### config.mk
export PLATFORM = sky130hd
export DESIGN_NAME = lr_car_detector
export DESIGN_NICKNAME = d
export VERILOG_FILES = /design/src/rtl/lr_car_detector.sv
export SDC_FILE = /design/constraint.sdc
export NUM_CORES = 1
export LEC_CHECK = 0
export ABC_AREA = 1
export BUFFER_PORTS_ARGS = -buffer_cell sky130_fd_sc_hd__buf_2
export CORE_MARGIN = 1
export CORE_UTILIZATION = 57
export DETAILED_ROUTE_END_ITERATION = 12
export HOLD_SLACK_MARGIN = 0.12
export PLACE_DENSITY = 0.77
export SYNTH_ARGS = -nofsm -noshare
export SYNTH_HDL_FRONTEND = slang
export SYNTH_SLANG_ARGS = --single-unit
### constraint.sdc
create_clock -name clk -period 5.9 [get_ports clk]
set_clock_uncertainty 0.1 [all_clocks]
set_input_delay 0.59 -clock clk [delete_from_list [all_inputs] [get_ports clk]]
set_output_delay 0.59 -clock clk [all_outputs]
set_load 0.02 [all_outputs]
### src/rtl/lr_car_detector.sv
// rtl/lr_car_detector.sv - local-road loop sensor conditioning and waiting-car counter
// Optional stuck-sensor fail-safe enabled by defining LR_STUCK_DET_EN.
`timescale 1ns/1ps
module lr_car_detector #(
    parameter int DEB_CYC   = 4,
    parameter int CNT_W     = 4,
    parameter int LEAVE_CYC = 10
`ifdef LR_STUCK_DET_EN
    ,parameter int STUCK_CYC = 200
`endif
) (
    input  logic             clk,
    input  logic             rst_n,
    input  logic             sensor_raw,
    input  logic [2:0]       lr_light,
    output logic             lr_has_car,
    output logic [CNT_W-1:0] car_count,
    output logic             overflow
`ifdef LR_STUCK_DET_EN
    ,output logic            sensor_fault
`endif
);

    localparam int DEB_W = (DEB_CYC > 1) ? $clog2(DEB_CYC) : 1;
    localparam int LV_W  = (LEAVE_CYC > 1) ? $clog2(LEAVE_CYC) : 1;
    localparam logic [CNT_W-1:0] CNT_MAX = {CNT_W{1'b1}};
    localparam logic [2:0] GREEN = 3'b100;

    logic             s1, s2;
    logic             filt, filt_d;
    logic [DEB_W-1:0] deb_cnt;
    logic [LV_W-1:0]  leave_tmr;
    logic             arrival, depart, tmr_run;
    logic [CNT_W-1:0] count_nxt;
    logic             ovf_nxt;

    always_ff @(posedge clk or negedge rst_n) begin
        if (!rst_n) begin
            s1 <= 1'b0;
            s2 <= 1'b0;
        end else begin
            s1 <= sensor_raw;
            s2 <= s1;
        end
    end

    // Any cycle of agreement with the filtered level restarts the count.
    always_ff @(posedge clk or negedge rst_n) begin
        if (!rst_n) begin
            filt    <= 1'b0;
            filt_d  <= 1'b0;
            deb_cnt <= '0;
        end else begin
            filt_d <= filt;
            if (s2 == filt) begin
                deb_cnt <= '0;
            end else if (deb_cnt == DEB_W'(DEB_CYC - 1)) begin
                filt    <= s2;
                deb_cnt <= '0;
            end else begin
                deb_cnt <= deb_cnt + 1'b1;
            end
        end
    end

    assign arrival = filt & ~filt_d;
    assign tmr_run = (lr_light == GREEN) && (car_count != '0);
    assign depart  = tmr_run && (leave_tmr == LV_W'(LEAVE_CYC - 1));

    always_ff @(posedge clk or negedge rst_n) begin
        if (!rst_n) begin
            leave_tmr <= '0;
        end else if (!tmr_run || depart) begin
            leave_tmr <= '0;
        end else begin
            leave_tmr <= leave_tmr + 1'b1;
        end
    end

    // Simultaneous arrival and departure cancel and never flag overflow.
    always_comb begin
        count_nxt = car_count;
        ovf_nxt   = overflow;
        if (arrival && !depart) begin
            if (car_count == CNT_MAX) begin
                ovf_nxt = 1'b1;
            end else begin
                count_nxt = car_count + 1'b1;
            end
        end else if (depart && !arrival) begin
            count_nxt = car_count - 1'b1;
        end
    end

    always_ff @(posedge clk or negedge rst_n) begin
        if (!rst_n) begin
            car_count <= '0;
            overflow  <= 1'b0;
        end else begin
            car_count <= count_nxt;
            overflow  <= ovf_nxt;
        end
    end

`ifdef LR_STUCK_DET_EN
    localparam int ST_W = $clog2(STUCK_CYC + 1);
    logic [ST_W-1:0] stuck_cnt;

    // Fault latches until reset; the counter freezes once it has fired.
    always_ff @(posedge clk or negedge rst_n) begin
        if (!rst_n) begin
            stuck_cnt    <= '0;
            sensor_fault <= 1'b0;
        end else if (!filt) begin
            stuck_cnt <= '0;
        end else if (!sensor_fault) begin
            if (stuck_cnt == ST_W'(STUCK_CYC - 1)) begin
                sensor_fault <= 1'b1;
            end else begin
                stuck_cnt <= stuck_cnt + 1'b1;
            end
        end
    end

    assign lr_has_car = (car_count != '0) | sensor_fault;
`else
    assign lr_has_car = (car_count != '0);
`endif

endmodule

==> run_results.csv <==
group,metric,value,unit
placement,dp_hpwl,942,µm
timing,slew_viol_final,0,
clocking,clkTransAtPathRegs,0.09,ns
clocking,cts_resized,0,
critical_path,critPathRequiredTime,5.98,ns
routing,drt-total-wl,1290,µm
critical_path,path_buf_inv,2,
power_and_ir_drop,power.density,487,mW/mm²
global_route,grt-ovfl-total,0,
critical_path,crit_path_frequent_cell,"nand2_1",
timing,rsz0062_at_grt,"false",
timing,tightest_slew,0.328,ns
clocking,clock_sinks,15,
power_and_ir_drop,p_comb_frac,0.462,
finish,area_growth,14.5,%
routing,viasPerCell,5.13,
critical_path,worstPathCellList,"inv_1, ha_1, nand2_1, nor2_2, nand3_2, nand2_2, ha_1, nand2_1, nand2_1, a21oi_1, inv_1, nand2_1, nand3_1, nand2_1, nand2_1",
timing,relSlewSlack,0.781,
timing,period_share,0.370,
routing,dr_wl_met2,666,µm
critical_path,cp_data_arrival_time,2.26,ns
clocking,ctsRootBufferMaster,"clkbuf_4",
finish,regArea,375,µm²
worst_hold_path,worst_hold_startpoint,"s1$_DFF_PN0_",
routing,dr.pass1.iters,4,
floorplan,io_pins,12,
power_and_ir_drop,pwr-share-clk,0.141,
timing,fin_crit,2.18,ns
clocking,cts_buffer_depth,2,
routing,post_drt_wl_per_cell,12.3,µm
placement,dp.cells,100,
timing,hold_viol,0,
critical_path,crit_path_start_kind,"flip-flop",
synth,synth_seq_cells,15,
critical_path,cpMaxStageDelayCell,"dfrtp_1",
synth,synth_cell_types,20,
critical_path,crit_fanout,5,
finish,n_fill_cell,94,
finish,antenna_cells,0,
global_route,grt_antenna_before_repair,0,
timing,tns,0,ns
power_and_ir_drop,ir_drop,306,µV
synth,yosysSeqAreaShare,0.502,
floorplan,core,0.00116,mm²
routing,dr.max_layer_used,"met4",
clocking,cts.htree.levels,1,
global_route,grt_pass1_vias,528,
floorplan,die-height,38.2,µm
clocking,cts_tree,"built",
floorplan,rows,12,
power_and_ir_drop,p_leak,0.428,nW
global_route,grt_max_degree,16,
critical_path,end_kind,"flip-flop",
clocking,worst_skew_pair.late_latency,0.29,ns
synth,syn_inst,75,
placement,io_buffers,11,
power_and_ir_drop,switching_share,0.434,
power_and_ir_drop,pwr-share-seq,0.397,
critical_path,startpoint,"leave_tmr[1]$_DFF_PN0_",
synth,syn_area,748,µm²
status,outcome,"finished, final reports clean",
routing,vias,539,
finish,drive_gt1_frac,0.242,
finish,stdcell_count,105,
routing,drc,0,
clocking,numCtsBuffers,3,
power_and_ir_drop,power.switching,181,µW
floorplan,die_area,0.00146,mm²
critical_path,rr_startpoint,"leave_tmr[1]$_DFF_PN0_",
global_route,grt_pass1_wl,2140,µm
finish,multi_input_area,339,µm²
critical_path,slowest_delay,0.41,ns
routing,first_iter_violations,10,
clocking,ctsHoldBuffers,1,
synth,syn_nets,87,
synth,syn_area_per_cell,9.98,µm²
timing,setup_viol,0,
critical_path,crit_family,"simple AND/OR/NAND/NOR gates",
placement,gp_congestion,0.710,
clocking,cts_setup_buffers,0,
floorplan,start_util,0.647,
timing,max_clock_freq,458,MHz
floorplan,die_x,38.2,µm
worst_hold_path,min_path_type,"reg2reg",
critical_path,crit_type,"reg2reg",
global_route,grt_use_total,0.229,
finish,fin_nets,104,
routing,ant_nets,0,
synth,yosysWarnings,0,
routing,routed-wl-met3,45,µm
routing,wl_met1,559,µm
flow_run,max_cap_violations,0,
power_and_ir_drop,p_int,236,µW
[worst paths after layout]
check | cells past startpoint | to | slack [ns]
setup / recovery | 15 | car_count[3]$_DFFE_PN0P_ | 3.72
hold / removal | 0 | s2$_DFF_PN0_ | 0.26
setup reg to reg | 15 | car_count[3]$_DFFE_PN0P_ | 3.72
hold reg to reg | 0 | s2$_DFF_PN0_ | 0.26
max in group asynchronous | 2 | car_count[3]$_DFFE_PN0P_ | 4.82
min in group asynchronous | 2 | overflow$_DFFE_PN0P_ | 0.63
[synth_stat cells]
cell      count  area [µm²]
nand3_1       4        20.0
inv_1         9        33.8
nor2_4        1        11.3
nand2_2       2        12.5
dfrtp_1      15         375
a21oi_1       2        10.0
xnor2_1       3        26.3
nand2_1      11        41.3
nand2_4       1        11.3
nor3_1        1        5.00
nand3_2       2        20.0
nand3b_1      1        7.51
nand4_1       3        18.8
fa_1          1        20.0
xor2_1        2        17.5
o21bai_1      1        7.51
o21ai_0       1        5.00
nor2_2        2        12.5
nor2_1        8        30.0
ha_1          5        62.6
[power groups by stage]
stage | Combinational, mW | Sequential [mW] | Clock, mW
finish | 0.193 | 0.166 | 0.0590
floorplan | 0.125 | 0.184 | 0
detailed placement | 0.194 | 0.168 | 0
global placement | 0.185 | 0.167 | 0
global route | 0.225 | 0.172 | 0.0637
CTS | 0.196 | 0.166 | 0.0594
[area by class of cell]
type,instances,area share
clock buffers,4,0.0307
well taps,14,0.0204
repair buffers,12,0.0759
flip-flops and latches,15,0.438
multi-input cells,51,0.396
inverters,9,0.0394
[kinds of logic (layout without fill, tap and decap cells)]
| group | Yosys count | in the layout | share of synthesized area |
|---|---|---|---|
| adders and majority gates | 6 | 6 | 0.110 |
| xor gates and xnor gates | 5 | 5 | 0.0585 |
| AOI/OAI and AO/OA | 4 | 4 | 0.0301 |
| and+or+nand+nor | 36 | 36 | 0.254 |
| buffers and inverters | 9 | 25 | 0.0451 |
| DFF | 15 | 15 | 0.502 |
[cell usage in the layout (no fill, tap or decap)]
cell type      synthesis  final
nor2_2                 2      2
xor2_1                 2      2
nor2_1                 8      8
nand2_2                2      2
dlygate4sd3_1          0      1
o21bai_1               1      1
nand3_1                4      4
clkbuf_4               0      3
a21oi_1                2      2
clkbuf_1               0      1
nand3b_1               1      1
o21ai_0                1      1
nor2_4                 1      1
nand2_4                1      1
nand2_1               11     11
nor3_1                 1      1
ha_1                   5      5
nand3_2                2      2
fa_1                   1      1
inv_1                  9      9
buf_2                  0     11
dfrtp_1               15     15
nand4_1                3      3
xnor2_1                3      3
[per-stage QoR]
stage / utilization / power, mW / instance area, µm² / worst slack (ns) / hold WS [ns]
2_1_floorplan: - / 0.309 / 748 / 3.83 / 0.194
3_3_place_gp: 0.710 / 0.352 / 821 / 3.67 / 0.239
3_5_place_dp: 0.710 / 0.362 / 821 / 3.61 / 0.239
4_1_cts: 0.741 / 0.421 / 857 / 3.71 / 0.259
5_1_grt: 0.741 / 0.460 / 857 / 3.48 / 0.263
6_report: 0.741 / 0.418 / 857 / 3.72 / 0.259
[per-layer routing]
metal / GRT usage / up-vias
met5: 0 / -
met4: 0.134 / 0
met3: 0.0523 / 4
met2: 0.403 / 8
met1: 0.247 / 253
li1: - / 274
[sequential cells by signal, indices dropped and copies added (netlist names)]
register / cells
car_count: 4
leave_tmr: 4
filt: 1
deb_cnt: 2
filt_d: 1
s1: 1
overflow: 1
s2: 1
Power figures use the tool's default switching activity.
